**src/rtl/ride_event_logger.sv**
```systemverilog
// ride_event_logger: timestamped event log for the ride safety FSM.
// Every change of {state, fault_code} writes one entry
// {ts, old_state, new_state, fault_code, alarm} into a first-word-fall-through FIFO.
// Consumers drain the FIFO through a valid/ready read port. Sticky summary flags are
// also kept: shutdown seen, the first fault code and a saturating overflow count.
//
// Ports:
//   clk, rst_n          clock (rising edge), asynchronous active-low reset
//   state, alarm,       monitored FSM outputs
//   fault_code
//   clear               synchronous flush of the log and the sticky flags
//   rd_ready            consumer accepts the head entry
//   rd_valid, rd_data   head entry of the log (valid while the log is non-empty)
//   count               number of entries held
//   overflow_cnt        number of events dropped while full (saturating)
//   shutdown_seen       sticky: state 3 observed
//   first_fault_valid/  sticky: fault code of the first event into FAULT/SHUTDOWN
//   first_fault_code
module ride_event_logger #(
    parameter int unsigned DEPTH = 8,
    parameter int unsigned TS_W  = 16,
    parameter int unsigned OVF_W = 8
) (
    input  logic                       clk,
    input  logic                       rst_n,
    input  logic [1:0]                 state,
    input  logic                       alarm,
    input  logic [2:0]                 fault_code,
    input  logic                       clear,
    input  logic                       rd_ready,
    output logic                       rd_valid,
    output logic [TS_W+7:0]            rd_data,
    output logic [$clog2(DEPTH+1)-1:0] count,
    output logic [OVF_W-1:0]           overflow_cnt,
    output logic                       shutdown_seen,
    output logic                       first_fault_valid,
    output logic [2:0]                 first_fault_code
);

    localparam int unsigned PtrW = $clog2(DEPTH);
    localparam int unsigned CntW = $clog2(DEPTH + 1);
    localparam int unsigned EntW = TS_W + 8;

    logic [TS_W-1:0]  ts_q, ts_d;
    logic [1:0]       prev_state_q, prev_state_d;
    logic [2:0]       prev_fault_q, prev_fault_d;
    logic [EntW-1:0]  mem_q [DEPTH];
    logic [EntW-1:0]  mem_d [DEPTH];
    logic [PtrW-1:0]  wr_ptr_q, wr_ptr_d;
    logic [PtrW-1:0]  rd_ptr_q, rd_ptr_d;
    logic [CntW-1:0]  count_q, count_d;
    logic [OVF_W-1:0] ovf_q, ovf_d;
    logic             shut_q, shut_d;
    logic             ffv_q, ffv_d;
    logic [2:0]       ffc_q, ffc_d;

    logic            evt;
    logic            full;
    logic            pop;
    logic            push;
    logic [EntW-1:0] entry;

    assign evt   = {state, fault_code} != {prev_state_q, prev_fault_q};
    assign full  = (count_q == CntW'(DEPTH));
    assign pop   = (count_q != '0) && rd_ready;
    // A full log still accepts a write when the head leaves on the same edge.
    assign push  = evt && (!full || pop);
    assign entry = {ts_q, prev_state_q, state, fault_code, alarm};

    always_comb begin
        ts_d         = ts_q + TS_W'(1);
        // prev_* tracks the inputs every edge, including during clear.
        prev_state_d = state;
        prev_fault_d = fault_code;
        mem_d        = mem_q;
        wr_ptr_d     = wr_ptr_q;
        rd_ptr_d     = rd_ptr_q;
        count_d      = count_q;
        ovf_d        = ovf_q;
        shut_d       = shut_q;
        ffv_d        = ffv_q;
        ffc_d        = ffc_q;

        if (clear) begin
            wr_ptr_d = '0;
            rd_ptr_d = '0;
            count_d  = '0;
            ovf_d    = '0;
            shut_d   = 1'b0;
            ffv_d    = 1'b0;
            ffc_d    = '0;
        end else begin
            if (push) begin
                mem_d[wr_ptr_q] = entry;
                wr_ptr_d        = wr_ptr_q + PtrW'(1);
            end
            if (pop) begin
                rd_ptr_d = rd_ptr_q + PtrW'(1);
            end
            if (push && !pop) begin
                count_d = count_q + CntW'(1);
            end else if (pop && !push) begin
                count_d = count_q - CntW'(1);
            end
            if (evt && full && !pop && (ovf_q != '1)) begin
                ovf_d = ovf_q + OVF_W'(1);
            end
            if (state == 2'd3) begin
                shut_d = 1'b1;
            end
            if (evt && state[1] && !ffv_q) begin
                ffv_d = 1'b1;
                ffc_d = fault_code;
            end
        end
    end

    always_ff @(posedge clk or negedge rst_n) begin
        if (!rst_n) begin
            ts_q         <= '0;
            prev_state_q <= '0;
            prev_fault_q <= '0;
            for (int i = 0; i < DEPTH; i++) begin
                mem_q[i] <= '0;
            end
            wr_ptr_q     <= '0;
            rd_ptr_q     <= '0;
            count_q      <= '0;
            ovf_q        <= '0;
            shut_q       <= 1'b0;
            ffv_q        <= 1'b0;
            ffc_q        <= '0;
        end else begin
            ts_q         <= ts_d;
            prev_state_q <= prev_state_d;
            prev_fault_q <= prev_fault_d;
            mem_q        <= mem_d;
            wr_ptr_q     <= wr_ptr_d;
            rd_ptr_q     <= rd_ptr_d;
            count_q      <= count_d;
            ovf_q        <= ovf_d;
            shut_q       <= shut_d;
            ffv_q        <= ffv_d;
            ffc_q        <= ffc_d;
        end
    end

    assign rd_valid          = (count_q != '0);
    assign rd_data           = mem_q[rd_ptr_q];
    assign count             = count_q;
    assign overflow_cnt      = ovf_q;
    assign shutdown_seen     = shut_q;
    assign first_fault_valid = ffv_q;
    assign first_fault_code  = ffc_q;

endmodule

```
**config.mk**
```make
export PLATFORM = sky130hd
export DESIGN_NAME = ride_event_logger
export DESIGN_NICKNAME = d
export VERILOG_FILES = /design/src/rtl/ride_event_logger.sv
export SDC_FILE = /design/constraint.sdc
export NUM_CORES = 1
export LEC_CHECK = 0
export CORE_ASPECT_RATIO = 0.75
export CORE_MARGIN = 2
export CORE_UTILIZATION = 61
export CTS_BUF_LIST = sky130_fd_sc_hd__clkbuf_8 sky130_fd_sc_hd__clkbuf_16
export CTS_CLUSTER_DIAMETER = 30
export DETAILED_ROUTE_END_ITERATION = 16
export PLACE_DENSITY = 0.77
export SYNTH_ARGS = -nofsm -noshare
export SYNTH_HDL_FRONTEND = slang
export SYNTH_SLANG_ARGS = --single-unit
```
**constraint.sdc**
```tcl
create_clock -name clk -period 3.8 [get_ports clk]
set_input_delay 0.38 -clock clk [delete_from_list [all_inputs] [get_ports clk]]
set_output_delay 0.38 -clock clk [all_outputs]
set_load 0.05 [all_outputs]
```
Word-level counts from Yosys, hierarchy flattened
Cells that the tools add are included. Widths: inputs -> output; s select.

Mux-type cells: 21. Multiply operators: 0. Shift operators: 0. Div/mod/pow operators: 0. Reductions and logical operators: 23. Add/sub/neg operators: 6. Bitwise gates (word level): 3. Equality and inequality tests: 4. Magnitude comparators: 3.

Operator list (count): $bwmux 192 (1); $bmux 24 s3 (1); $demux 24 s3 (1); $mux 24 (3); $mux 3 (6); $add 16x1->16 const B (1); $mux 8 (2); $mux 4 (3); $logic_and 1x1->1 (10); $reduce_bool 2->1 (5); $add 8x1->8 const B (1); $ge 4x4->1 const B (2); $ne 8x8->1 const B (1); $not 3->4 (2); $add 3x1->3 const B (2); $ne 5x5->1 (1); $add 4x1->4 const B (1); $eq 4x4->1 const B (1); $logic_not 1->1 (4); $lt 4x1->1 const B (1); $mux 1 (4); $reduce_bool 4->1 (1); $sub 4x1->4 const B (1); $reduce_bool 3->1 (1); other kinds (4) (4).

Word-level logic and storage cells: 78. Memory bits (writable): 0. Bits of input ports: 10. Memories kept: 0. Register bits after elaboration: 236. Bits in latches: 0. Output and inout port bits: 42. Bits in read-only memories: 0.

Longest topological paths before layout
Gate-level depths: netlist of run 1.

Depth after elaboration: 9. Gate-level depth with buffers: 12. Mapped depth without buffers: 10.

Least setup slack after synthesis of run 1
No wires, ideal clock.

Path kind: register -> register. From: reg count_q[0] (netlist: count[0]). To: reg count_q[3] (netlist: count[3]). Buffers on the path: 0. Slack: 719 ps. Arrival time: 2954 ps. Stages on the path, launching flop included: 9. Setup time: 128 ps. Clock period less this slack: 3081 ps. Required time: 3672 ps. Path through: dfrtp_1 > or4_2 > nand2_1 > nand2_4 > ha_1 > a21o_2 > a21oi_1 > mux2i_1 > mux2_1.

Longest elaborated chain between the ends: 7. Elaborated cells on any way between the ends: 16. Those cells by class: add/sub: 2; eq/ne: 1; mux: 3; reduce/logical: 10.

Ends and longest elaborated chain: start: declaration (line 51) `logic [CntW-1:0] count_q, count_d;`; start signal: assignment (line 140) `count_q <= count_d;`; $reduce_bool 4->1 *; net rd_valid (line 31) `output logic rd_valid,`; $logic_and 1x1->1 * (line 65) `assign pop = (count_q != '0) && rd_ready;`; $logic_or 1x1->1 (line 67) `assign push = evt && (!full || pop);`; $logic_and 1x1->1 (line 67); $logic_and 1x1->1 / $logic_not 1->1 (equally long branches) (line 100, 102); $mux 4 / $logic_and 1x1->1 (equally long branches) (line 100, 102); $mux 4 / $reduce_bool 3->1 (equally long branches).

The timed path passes the listed nets; every way through them passes the cells marked *. The select of a mux whose other input is x is not followed. A chain may end at the register's enable or synchronous reset.

Final worst setup path of run 1
From: reg rd_ptr_q[0]. To: out rd_data[16].

Longest elaborated chain between the ends: 4.

Ends and longest elaborated chain: start: declaration (line 50) `logic [PtrW-1:0] rd_ptr_q, rd_ptr_d;`; start signal: assignment (line 139) `rd_ptr_q <= rd_ptr_d;`; $not 3->4 (not written as such) (line 149) `assign rd_data = mem_q[rd_ptr_q];`; $bmux 24 s3 (line 149); $mux 24 (not written as such) (2 in a row) (line 149); end: declaration (line 32) `output logic [TS_W+7:0] rd_data,`.

Every way passes these cells. The select of a mux whose other input is x is not followed.

==> results.yml, run 1 <==
sta:
  setup_tns_ns: 0
  fin_crit_sh: 0.916
  final_hold_viol_count: 0
  maxSlewViolCount: 0
  max-slew-margin-rel: 0.373
  setup_viol: 0
  rsz0062_at_grt: "false"
  fin_crit_ns: 3.48
  finalClockSkew_ns: 0.0196
  clock.fmax_mhz: 287
  worstMarginPinSlew_ns: 0.940
  hold_ws_ns: 0.500
worst_setup_path:
  critPathLaunch: "rd_ptr_q[0]"
  cp-start-kind: "register"
  r2r_start: "count[0]"
  path_class: "register to output port"
  cp-end-kind: "output port"
  cp_max_fo: 17
  worst_ep_required_time_ns: 3.42
  cp.arrival_ns: 3.10
synth:
  synthFlopType: "dfrtp_1"
  synth_area_leaders: "dfrtp_1, mux2_2, mux2_4, mux4_2, buf_12"
  ys_ff_latch: 236
  synth_edf_count: 0
  syn_inst: 723
  synth_top_family_by_area: "multiplexers"
  avgSynthCellArea_um2: 15.7
  synthSimpleGateAreaFrac: 0.0465
  synthMuxAreaShare: 0.342
  syn_nets: 740
  synth_xor_area_frac: 0.0178
  yosysWarnings: 0
  synth_compound_area_frac: 0.0192
  synth_largest_area_cell: "dfrtp_1"
  yosys.area.top_type_share: 0.521
  ys_seq_area_frac: 0.521
  async_flop_share: 1.00
  synth-adder-area-share: 0.00839
  syn_area_mm2: 0.0113
  synth.distinct_cells: 50
place:
  io_buffers: 51
  dpl.hpwl_um: 13500
  place_congestion: 0.783
  dpl.cell_count: 974
grt:
  grt_max_degree: 111
  gr-total-overflow: 0
  grt_pass1_wl_um: 38500
  grt_pass1_vias: 6869
  antenna_found_initial: 0
  grt.total_usage: 0.252
finish:
  layout-drive-gt1-share: 0.455
  nets: 785
  layout_common_cells: "dfrtp_1, mux2_2, mux2_4"
  seqCellArea_mm2: 0.00591
  syn2layout_area_growth_pct: 16.2
  layout_commonest_cell: "dfrtp_1"
  diodes: 0
  n_fill_cell: 1166
  multiInputGateArea_mm2: 0.00493
  stdcell_count: 1042
die:
  core-area_mm2: 0.0183
  die-area_mm2: 0.0197
  io-pin-count: 52
  num_rows: 43
  start_util: 0.618
  die_w_um: 161
  die_y_um: 122
cts:
  worstSkewPairLatency_ns: 0.51
  clkTransAtPathRegs_ns: 0.05
  cts_htree_levels: 2
  cts_setup_buffers: 0
  numCtsBuffers: 38
  hold_buffers: 1
  clock_tree.root_cell: "clkbuf_16"
  cts_resized: 0
  cts_tree: "built"
  clkSinkCount: 236
  clk_path_buf_depth: 3
drt:
  drt_first_pass_iters: 4
  wl_um: 23400
  viasPerCell: 5.98
  drcViolationCount: 0
  vias: 6230
  drtIter0Drc: 342
  drtAntennaViolNets: 0
  wl_per_cell_um: 22.4
pwr:
  power_uw: 9480
  power_leakage_uw: 0.00608
  max-vdd-ir-drop_mv: 0.558
  power_per_cell_area_mw_per_mm2: 720
min_path:
  hold_path.class: "register to register"
  min_from: "mem_q[115]"
job:
  cap_violations: 0
status:
  status: "completed"
-- through the flow --
step | area [um^2] | worst slack [ns] | utilization
6_report | 13200 | 0.318 | 0.718
5_1_grt | 13200 | 0.201 | 0.718
4_1_cts | 13200 | 0.271 | 0.718
3_5_place_dp | 11900 | 0.560 | 0.647
3_3_place_gp | 11900 | 0.665 | 0.647
2_1_floorplan | 11300 | 0.719 | -
-- final timing paths --
path / cells after the start / endpoint / slack (ns)
min in group asynchronous: 2 / overflow_cnt[2] / 0.52
min reg2reg: 1 / mem_q[115] / 0.50
max: 4 / rd_data[16] / 0.32
max in group asynchronous: 3 / mem_q[74] / 2.19
max reg2reg: 9 / count[3] / 0.72
min: 1 / mem_q[115] / 0.50
-- synth_stat cells (all sizes together), types with 7 or more instances --
| master | instances |
|---|---|
| dfrtp | 236 |
| inv | 10 |
| mux4 | 48 |
| o21ai | 7 |
| a21oi | 14 |
| buf | 37 |
| nand3 | 14 |
| nor2 | 19 |
| xnor2 | 17 |
| clkbuf | 26 |
| nand2 | 15 |
| mux2 | 218 |
| or4 | 7 |
-- report_power, final --
part / internal [uW] / switching [uW] / leakage [uW] / total [uW]
logic: 1350 / 1240 / 0.00232 / 2590
clock network: 2270 / 1190 / 0.000652 / 3470
registers: 3050 / 377 / 0.00311 / 3430
-- area by class of cell --
class | instances | share of cell area
flip-flops and latches | 236 | 0.449
multi-input cells | 414 | 0.375
clock buffers | 46 | 0.0814
repair buffers | 68 | 0.0519
well taps | 247 | 0.0235
clock inverters | 21 | 0.0171
inverters | 10 | 0.00285
-- kinds of logic (layout without fill, tap and decap cells) --
| group | count (synthesis) | after routing |
|---|---|---|
| flip-flops | 236 | 236 |
| multiplexers | 270 | 270 |
| XOR/XNOR | 23 | 23 |
| AO/OA/AOI/OAI | 33 | 33 |
| AND/OR/NAND/NOR | 81 | 81 |
| adder cells (fa/ha/maj) | 7 | 7 |
| buffers and inverters | 73 | 145 |
-- critical path, stage by stage, from the launching register on --
cell             delay (ns)
dfrtp_4                0.67
buf_4                  0.36
mux4_2                 0.55
mux2_2                 0.28
clkdlybuf4s50_1        0.72
-- per-layer routing --
metal / track usage / share of wire
met3: 0.0412 / 0.042
met2: 0.415 / 0.49
met1: 0.352 / 0.45
met5: 0 / 0
met4: 0.0753 / 0.018
-- registers in the layout, summed over array words and instances, names as in the netlist --
| signal | flops |
|---|---|
| prev_fault_q | 3 |
| first_fault_valid | 1 |
| ts_q | 16 |
| shutdown_seen | 1 |
| rd_ptr_q | 3 |
| overflow_cnt | 8 |
| count | 4 |
| mem_q | 192 |
| first_fault_code | 3 |
| prev_state_q | 2 |
| wr_ptr_q | 3 |
Power figures use the tool's default switching activity.
==> inputs of run 2 (changes only) <==
Settings changed: CORE_UTILIZATION 61 to 40, PLACE_DENSITY 0.77 to 0.54, SKIP_CTS_REPAIR_TIMING set to 1.
==> run 2 against run 1 <==
  * Hold slack lost 0.0021 ns
  * Largest power group unchanged
  * Largest cell class unchanged
  * Critical path type unchanged
  * Sequential share of layout area shrank 1.9 points
  * Via count shrank 0.27%
  * Maximum frequency shrank 0.64%
==> results.yml, run 2 (synthesis gave the netlist of run 1 again) <==
finish:
  layout_commonest_cell: "dfrtp_1"
  layout_common_cells: "dfrtp_1, mux2_2, mux2_4"
  syn2layout_area_growth_pct: 21.2
  seqCellArea_mm2: 0.00591
  stdcell_count: 1206
  multiInputGateArea_mm2: 0.00493
  largest_register_ff_count: 192
  layout-drive-gt1-share: 0.474
  diodes: 0
  nets: 802
  n_fill_cell: 2347
  largest-register: "mem_q"
die:
  start_util: 0.406
  io-pin-count: 52
  die_w_um: 198
  die-area_mm2: 0.0297
  num_rows: 53
  core-area_mm2: 0.0279
  die_y_um: 150
cts:
  clkSinkCount: 236
  cts_tree: "built"
  worstSkewPairLatency_ns: 0.53
  clk_path_buf_depth: 3
  clock_tree.root_cell: "clkbuf_16"
  numCtsBuffers: 49
  cts_htree_levels: 2
  clkTransAtPathRegs_ns: 0.04
sta:
  setup_tns_ns: 0
  fin_crit_sh: 0.922
  clock.fmax_mhz: 285
  worstMarginPinSlew_ns: 0.914
  final_hold_viol_count: 0
  fin_crit_ns: 3.50
  maxSlewViolCount: 0
  setup_viol: 0
  max-slew-margin-rel: 0.391
  rsz0062_at_grt: "false"
  finalClockSkew_ns: 0.0215
place:
  dpl.cell_count: 1118
  dpl.hpwl_um: 15200
  place_congestion: 0.793
  io_buffers: 51
drt:
  drtIter0Drc: 234
  wl_um: 25200
  wl_per_cell_um: 20.9
  vias: 6213
  drt_first_pass_iters: 4
  viasPerCell: 5.15
  drcViolationCount: 0
  drtAntennaViolNets: 0
worst_setup_path:
  slowest_delay_ns: 0.71
  worst_ep_required_time_ns: 3.42
  cp_max_fo: 20
  cp_cell_sequence: "buf_4 > mux4_2 > mux2_2 > clkdlybuf4s50_1"
  r2r-end: "count[3]"
  critPathLaunch: "rd_ptr_q[0]"
  endpoint: "rd_data[22]"
  worst_path_max_delay_cell: "dfrtp_4"
  cp.arrival_ns: 3.12
  r2r_setup_slack_ns: 0.77
  worst_r2r_path_depth: 9
  cp-start-kind: "register"
  r2r_start: "count[0]"
  path_class: "register to output port"
  cp-end-kind: "output port"
pwr:
  power_per_cell_area_mw_per_mm2: 747
  max-vdd-ir-drop_mv: 0.549
  power_leakage_uw: 0.00627
grt:
  gr-total-overflow: 0
  antenna_found_initial: 0
  grt.total_usage: 0.179
  grt_max_degree: 116
  grt_pass1_vias: 7016
  grt_pass1_wl_um: 40700
min_path:
  hold_path.class: "register to register"
  min_from: "shutdown_seen"
job:
  cap_violations: 0
status:
  status: "completed"
[run 2: metrics by stage]
step	instance area (um^2)	total power (uW)	setup slack, ns	utilization	hold WS, ns
2_1_floorplan	11300	5370	0.719	-	0.0844
3_3_place_gp	12100	6010	0.627	0.433	0.483
3_5_place_dp	12100	6110	0.575	0.433	0.489
4_1_cts	13700	10400	0.221	0.492	-0.0237
5_1_grt	13700	10700	0.138	0.492	0.509
6_report	13700	10300	0.295	0.492	0.498
[run 2: worst min-delay path by stage]
stage / endpoint / slack (ns) / cells past startpoint
floorplan: count[0] / 0.08 / 0
global placement: shutdown_seen / 0.48 / 2
detailed placement: mem_q[131] / 0.49 / 1
CTS: mem_q[101] / -0.02 / 1
global route: mem_q[3] / 0.51 / 1
finish: shutdown_seen / 0.50 / 2
[run 2: layer usage]
layer | global-route usage | vias up | part of all wire
li1 | - | 2776 | -
met1 | 0.254 | 3286 | 0.48
met2 | 0.279 | 105 | 0.47
met3 | 0.0403 | 46 | 0.041
met4 | 0.0500 | 0 | 0.017
met5 | 0 | - | 0
[run 2: area by class of cell]
cell class,count,area share
well taps,385,0.0351
inverters,10,0.00273
repair buffers,74,0.0530
multi-input cells,414,0.359
flip-flops and latches,236,0.430
clock inverters,33,0.0259
clock buffers,54,0.0942
[run 2: critical path, delay by kind of cell, from the launching register on]
family | cells | cell delay (ns)
buffers and inverters | 2 | 1.04
multiplexers | 2 | 0.84
flip-flops | 1 | 0.71
[run 2: power breakdown]
group	internal (uW)	switching, uW
clock	2850	1380
combinational	1350	1240
sequential	3050	389
total	7250	3010
